<file path="src/rtl/tick_sched_ctrl.sv">
`timescale 1ns/1ps
// tick_sched_ctrl
//   Programmable clock-enable scheduler. One synchronous divide counter on clk
//   produces a registered one-cycle tick every div_reg cycles and advances a
//   round-robin slot index (plus its one-hot decode) on every tick. The divide
//   ratio is changed through a valid/ready handshake. While running, a new
//   ratio is held pending and only takes effect on the next terminal count, so
//   the tick period never glitches.
//
// Ports
//   clk          system clock, all state on the rising edge
//   rst          asynchronous active-high reset
//   start        level; IDLE -> RUN when high and stop low
//   stop         level; RUN/RELOAD -> IDLE, wins over start and terminal count
//   cfg_valid    new divide ratio offered on cfg_div
//   cfg_div      divide ratio (0 is treated as 1)
//   cfg_ready    ratio can be accepted this cycle (low while a ratio is pending)
//   tick         registered one-cycle enable pulse
//   slot         current consumer index
//   slot_onehot  registered one-hot decode of slot
//   busy         registered, high in RUN or RELOAD
module tick_sched_ctrl #(
    parameter int unsigned CNT_W       = 20,
    parameter int unsigned DEFAULT_DIV = 50000,
    parameter int unsigned NUM_SLOTS   = 4,
    parameter int unsigned SLOT_W      = 2
) (
    input  logic                 clk,
    input  logic                 rst,
    input  logic                 start,
    input  logic                 stop,
    input  logic                 cfg_valid,
    input  logic [CNT_W-1:0]     cfg_div,
    output logic                 cfg_ready,
    output logic                 tick,
    output logic [SLOT_W-1:0]    slot,
    output logic [NUM_SLOTS-1:0] slot_onehot,
    output logic                 busy
);

    typedef enum logic [1:0] {
        IDLE   = 2'd0,
        RUN    = 2'd1,
        RELOAD = 2'd2
    } state_t;

    state_t                 state, state_n;
    logic [CNT_W-1:0]       cnt, cnt_n;
    logic [CNT_W-1:0]       div_reg, div_n;
    logic [CNT_W-1:0]       pend_div, pend_n;
    logic                   tick_n;
    logic                   busy_n;
    logic [SLOT_W-1:0]      slot_n;
    logic [NUM_SLOTS-1:0]   onehot_n;

    logic                   accept;
    logic                   term;
    logic [CNT_W-1:0]       cfg_div_eff;
    logic [SLOT_W-1:0]      slot_inc;

    assign cfg_ready   = (state != RELOAD);
    assign accept      = cfg_valid & cfg_ready;
    assign cfg_div_eff = (cfg_div == '0) ? CNT_W'(1) : cfg_div;
    // div_reg is never 0, so div_reg-1 cannot underflow.
    assign term        = (cnt == div_reg - CNT_W'(1));
    assign slot_inc    = (slot == SLOT_W'(NUM_SLOTS - 1)) ? '0 : slot + SLOT_W'(1);

    always_comb begin
        state_n = state;
        cnt_n   = cnt;
        div_n   = div_reg;
        pend_n  = pend_div;
        tick_n  = 1'b0;
        slot_n  = slot;

        unique case (state)
            IDLE: begin
                cnt_n = '0;
                if (accept) begin
                    div_n = cfg_div_eff;
                end
                if (start && !stop) begin
                    state_n = RUN;
                end
            end

            RUN: begin
                if (stop) begin
                    state_n = IDLE;
                    cnt_n   = '0;
                    // A ratio offered on the stopping edge is not lost.
                    if (accept) begin
                        div_n = cfg_div_eff;
                    end
                end else begin
                    if (term) begin
                        cnt_n  = '0;
                        tick_n = 1'b1;
                        slot_n = slot_inc;
                    end else begin
                        cnt_n = cnt + CNT_W'(1);
                    end
                    // Still finishes the current period with the old ratio.
                    if (accept) begin
                        pend_n  = cfg_div_eff;
                        state_n = RELOAD;
                    end
                end
            end

            RELOAD: begin
                if (stop) begin
                    state_n = IDLE;
                    cnt_n   = '0;
                    div_n   = pend_div;
                end else if (term) begin
                    state_n = RUN;
                    cnt_n   = '0;
                    tick_n  = 1'b1;
                    slot_n  = slot_inc;
                    div_n   = pend_div;
                end else begin
                    cnt_n = cnt + CNT_W'(1);
                end
            end

            default: begin
                state_n = IDLE;
                cnt_n   = '0;
            end
        endcase

        onehot_n         = '0;
        onehot_n[slot_n] = 1'b1;
        busy_n           = (state_n != IDLE);
    end

    always_ff @(posedge clk or posedge rst) begin
        if (rst) begin
            state       <= IDLE;
            cnt         <= '0;
            div_reg     <= CNT_W'(DEFAULT_DIV);
            pend_div    <= '0;
            tick        <= 1'b0;
            slot        <= '0;
            slot_onehot <= NUM_SLOTS'(1);
            busy        <= 1'b0;
        end else begin
            state       <= state_n;
            cnt         <= cnt_n;
            div_reg     <= div_n;
            pend_div    <= pend_n;
            tick        <= tick_n;
            slot        <= slot_n;
            slot_onehot <= onehot_n;
            busy        <= busy_n;
        end
    end

endmodule

</file>
<file path="config.mk">
export PLATFORM = sky130hd
export DESIGN_NAME = tick_sched_ctrl
export DESIGN_NICKNAME = d
export VERILOG_FILES = /design/src/rtl/tick_sched_ctrl.sv
export SDC_FILE = /design/constraint.sdc
export NUM_CORES = 1
export LEC_CHECK = 0
export BUFFER_PORTS_ARGS = -buffer_cell sky130_fd_sc_hd__buf_2
export CORE_MARGIN = 2
export CORE_UTILIZATION = 60
export CTS_CLUSTER_DIAMETER = 200
export CTS_CLUSTER_SIZE = 16
export DETAILED_ROUTE_END_ITERATION = 7
export PLACE_DENSITY = 0.79
export SETUP_SLACK_MARGIN = 0.05
export SYNTH_ARGS = -nofsm -noshare
export SYNTH_HDL_FRONTEND = slang
export SYNTH_SLANG_ARGS = --single-unit
</file>
<file path="constraint.sdc">
create_clock -name clk -period 4.5 [get_ports clk]
set_input_delay 0.675 -clock clk [delete_from_list [all_inputs] [get_ports clk]]
set_output_delay 0.675 -clock clk [all_outputs]
set_load 0.02 [all_outputs]
</file>
# Word-level counts from Yosys, hierarchy flattened
# Index checks and enable logic that the tools add are counted.
classes:
  n_eq_ne: 7
  reduce_logical: 10
  bitwise: 2
  add_sub_neg: 3
  magnitude_cmp: 2
  mux: 24
op_table:
  columns: ["op", "count"]
  rows:
  - ["$mux 20", 8]
  - ["$pmux 20 s3", 1]
  - ["$add 20x1->20 const B", 1]
  - ["$eq 20x20->1", 1]
  - ["$logic_not 20->1", 1]
  - ["$sub 20x1->20 const B", 1]
  - ["$mux 2", 9]
  - ["$pmux 2 s3", 1]
  - ["$reduce_and 3->1", 2]
  - ["$eq 2x2->1 const B", 2]
  - ["$mux 1", 4]
  - ["$ne 2x2->1 const B", 2]
  - ["$lt 2x3->1 const B", 1]
  - ["$ne 3x3->1 const B", 1]
  - ["$reduce_bool 3->1", 1]
  - ["$add 2x1->2 const B", 1]
  - ["$demux 1 s2", 1]
  - ["$eq 2x1->1 const B", 1]
  - ["$ge 2x1->1 const B", 1]
  - ["$logic_and 1x1->1", 2]
  - ["$logic_not 2->1", 1]
  - ["$reduce_bool 2->1", 1]
  - ["$reduce_or 2->1", 1]
  - ["$and 1x1->1", 1]
  - ["2 further kinds", 2]
totals:
  in_bits: 25
  output_inout_bits: 9
  regBits: 70

# Depth between registers and ports, before layout
logic_depth:
  ltp_word: 9
  mapped_depth: 13
  ltp_nobuf: 10

# Worst setup path after synthesis
# No wires, ideal clock.
synth_path:
  path_type: "register to register"
  start: "reg div_reg[0]"
  end: "reg div_reg[10]"
  setup_time_ps: 128
  synth_period_minus_slack_ps: 3324
  arrival_time_ps: 3196
  slack_ps: 1176
  path_stages_with_launch: 14
  cell_sequence: "dfrtp_1 -> clkbuf_1 -> inv_1 -> ha_1 -> clkbuf_1 -> or4b_1 -> or4_1 -> and3b_1 -> o2111ai_1 -> nor4_4 -> a31oi_1 -> buf_2 -> mux2i_1 -> nand3_1"
synth_between:
  elab_chain_cells: 4
synth_lines:
  columns: ["element", "line", "text"]
  rows:
  - ["from (decl)", "49", "logic [CNT_W-1:0] div_reg, div_n;"]
  - ["from (signal assigned)", "142", "div_reg <= CNT_W'(DEFAULT_DIV);"]
  - ["from (signal assigned)", "151", "div_reg <= div_n;"]
  - ["$sub 20x1->20", "65", "assign term = (cnt == div_reg - CNT_W'(1));"]
  - ["$eq 20x20->1", "65", null]
  - ["$ne 3x3->1 (no source line)", null, null]
  - ["$reduce_and 3->1 (no source line)", null, null]
# Every way passes these cells.
# A chain may end at the register's enable or synchronous reset.

# Worst setup path after layout
layout_path:
  start: "reg div_reg[0]"
  end: "reg div_reg[0]"
layout_between:
  elab_chain_cells: 4
  word_cells_on_any_way: 7
  classes_between: "add/sub (1); eq/ne (2); mux (3); reduce/logical (1)"
layout_lines:
  columns: ["element", "line"]
  rows:
  - ["$sub 20x1->20", "65"]
  - ["$eq 20x20->1", "65"]
  - ["$ne 3x3->1 (no source line)", null]
  - ["$reduce_and 3->1 (no source line)", null]
# Several ways; a longest one is shown, not always the timed one. The select of a mux whose other input is x is not followed.

==> impl_metrics.env <==
export IMPL_yosys_area_top_type="dfrtp_1"
export IMPL_syn_to_final_growth_pct=9.02
export IMPL_final_cell_count_no_fill=634
export IMPL_detail_route_wl_per_cell_um=16.2
export IMPL_placed_cells=618
export IMPL_hpwlAfterDp_um=7120
export IMPL_yosysSeqAreaShare=0.380
export IMPL_switchingPower_w=0.00124
export IMPL_slew_headroom=0.480
export IMPL_crit_type="flop to flop"
export IMPL_tightest_slew_ns=0.780
export IMPL_p_clk_frac=0.185
export IMPL_cts_sinks=70
export IMPL_ys_top_cells_by_area="dfrtp_1 (34%), mux2i_1 (9.3%), xnor2_1 (4.9%), mux2_2 (4.6%), nor2_1 (4.5%)"
export IMPL_ys_flop_type="dfrtp_1"
export IMPL_cts_root_buf="clkbuf_8"
export IMPL_syn_area_per_cell_um2=9.01
export IMPL_setup_viol=0
export IMPL_num_vias=3835
export IMPL_die_area_um2=8440
export IMPL_drive_above_1_share=0.169
export IMPL_min_period_over_period=0.786
export IMPL_arrival_ns=3.84
export IMPL_synthArstFlopShare=1.00
export IMPL_post_cts_repair_setup_buffers=0
export IMPL_routed_wl_um=10300
export IMPL_finClkSkew_ns=0.0141
export IMPL_synth_cells=514
export IMPL_crit_path_end_kind="flop"
export IMPL_nets=559
export IMPL_status="finished, final reports clean"
export IMPL_fp_dieH_um=91.9
export IMPL_met3WireLength_um=364
export IMPL_grt_pass1_vias=3723
export IMPL_num_io_pins=34
export IMPL_fillers=633
export IMPL_crit_fanout=22
export IMPL_grt_max_degree=46
export IMPL_grt_use_total=0.257
export IMPL_maxCapViolations=0
export IMPL_finalCoreUtilization=0.664
export IMPL_fp_coreArea_um2=7610
export IMPL_grt_overflow=0
export IMPL_wl_met1_um=4590
export IMPL_ir_worst_vdd_mv=0.485
export IMPL_seq_power_share=0.384
export IMPL_min_path_type="input port to async pin"
export IMPL_max_freq_ghz=0.283
export IMPL_grt_pass1_wl_um=17400
export IMPL_critPathLaunchType="flop"
export IMPL_antenna_found_initial=0
export IMPL_hold_violations=0
export IMPL_clk_path_buf_depth=2
export IMPL_synth_edff_count=0
export IMPL_numCtsBuffers=9
export IMPL_syn_nets=546
export IMPL_cts_tree="done"
export IMPL_yosysUniqueCellTypes=55
export IMPL_drc_errors=0
export IMPL_antenna_diode_count=0
export IMPL_core_rowCount=32
export IMPL_cp_data_required_time_ns=4.80
export IMPL_final_antenna_net_count=0
export IMPL_power_density_nw_per_um2=586
export IMPL_ys_seq_elements=70
export IMPL_pwr_share_comb=0.432
export IMPL_die_w_um=91.9
export IMPL_ys_warn_count=0
export IMPL_cellLeakagePower_nw=2.01
export IMPL_synth_area_um2=4630
export IMPL_clk_insertion_delay_late_ns=0.36
export IMPL_numPortBuffers=33
export IMPL_yosysTopAreaCellShare=0.340
export IMPL_cts_resized_gates=0
export IMPL_rsz0062_at_grt="no"
export IMPL_fin_setup_tns_ns=0
export IMPL_htreeDepth=3
export IMPL_initial_utilization=0.609
export IMPL_dr_wl_met2_um=5170
export IMPL_dr_pass1_iters=5
export IMPL_routed_top_layer="met4"
export IMPL_fin_hold_ws_ns=0.390
export IMPL_netSwitchingFraction=0.419
export IMPL_slew_viol_final=0
export IMPL_post_route_min_period_ns=3.54
export IMPL_gp_congestion=1.00
export IMPL_postCtsHoldBufs=0
export IMPL_p_int_w=0.00172
export IMPL_drtIter0Drc=257
export IMPL_routed_via_density=6.05
export IMPL_clkTransAtPathRegs_ns=0.09
-- through the flow --
step | instance area [µm²] | power, W | setup WS, ns
after floorplan | 4630 | 0.00212 | 1.18
after global placement | 4840 | 0.00236 | 1.12
after detailed placement | 4840 | 0.00241 | 1.04
final | 5050 | 0.00296 | 0.965
after CTS | 5050 | 0.00295 | 0.993
after global routing | 5050 | 0.00315 | 0.693
-- worst max-delay path, cell delays in order (launching register included) --
cell       delay (ns)
dfrtp_1          0.47
inv_1            0.11
ha_1             0.30
or4b_1           0.54
or4_1            0.45
a21oi_1          0.15
o2111ai_1        0.16
nor4_4           0.29
a31oi_2          0.13
buf_4            0.30
or4b_1           0.50
nand3_1          0.08
-- final timing paths --
kind | cells past startpoint | from | end | slack [ns]
max | 11 | div_reg[0]$_DFFE_PP0P_ | div_reg[0]$_DFFE_PP0P_ | 0.96
min | 2 | rst | cnt[4]$_DFF_PP0_ | 0.39
max reg2reg | 11 | div_reg[0]$_DFFE_PP0P_ | div_reg[0]$_DFFE_PP0P_ | 0.96
min reg2reg | 1 | pend_div[16]$_DFFE_PP0P_ | pend_div[16]$_DFFE_PP0P_ | 0.51
max in group asynchronous | 3 | rst | div_reg[15]$_DFFE_PP1P_ | 3.12
min in group clk | 1 | pend_div[16]$_DFFE_PP0P_ | pend_div[16]$_DFFE_PP0P_ | 0.51
-- synthesized netlist by cell type, types with 2 or more instances --
cell	number
a21oi_1	6
a22oi_1	19
a31oi_1	3
and2_1	2
and3_1	8
and4_1	2
buf_1	2
buf_2	4
clkbuf_1	30
dfrtp_1	63
dfstp_2	7
ha_1	7
inv_1	11
mux2_2	19
mux2i_1	43
nand2_1	39
nand2b_1	3
nand3_1	31
nand4_1	4
nor2_1	56
nor2b_1	24
nor3_1	28
nor4_1	11
o2111ai_1	2
o21ai_0	7
o21ai_1	2
o31ai_1	2
o32ai_1	2
or2_2	2
or3_1	5
or4_1	6
or4b_1	2
xnor2_1	26
xor2_1	15
-- layout by cell type (no fill, tap or decap), drive strengths merged, types with 7 or more instances in the layout --
cell,n
buf,39
mux2,19
xnor2,26
dfstp,7
ha,7
nor4,13
nor2b,24
xor2,15
nand2,39
nand3,31
a22oi,19
mux2i,43
dfrtp,63
o21ai,9
nor2,56
clkbuf,11
nor3,28
and3,8
inv,11
-- metal layers --
layer | track usage | vias up
met1 | 0.334 | 1880
met5 | 0 | -
met2 | 0.438 | 92
met3 | 0.0329 | 14
met4 | 0.102 | 0
li1 | - | 1849
-- cells by family after synthesis --
kind of cell | synth area share
adder cells (fa/ha/maj) | 0.0189
buffers and inverters | 0.0416
XOR/XNOR | 0.0775
AO/OA/AOI/OAI | 0.0873
AND/OR/NAND/NOR | 0.255
multiplexers | 0.139
flip-flops | 0.380
-- power groups by stage --
| stage | clock [W] | combinational (W) | sequential [W] |
|---|---|---|---|
| floorplan | 0 | 0.00114 | 0.000982 |
| global placement | 0 | 0.00123 | 0.00113 |
| detailed placement | 0 | 0.00127 | 0.00114 |
| CTS | 0.000547 | 0.00128 | 0.00113 |
| global route | 0.000569 | 0.00141 | 0.00117 |
| finish | 0.000547 | 0.00128 | 0.00114 |
-- area by class of cell --
type | count | area [µm²] | area share
Sequential cell | 70 | 1760 | 0.349
Tap cell | 102 | 128 | 0.0253
Clock inverter | 5 | 57.6 | 0.0114
Multi-Input combinational cell | 396 | 2700 | 0.535
Timing Repair Buffer | 39 | 210 | 0.0416
Inverter | 11 | 41.3 | 0.00818
Clock buffer | 11 | 151 | 0.0300
Power figures use the tool's default switching activity.
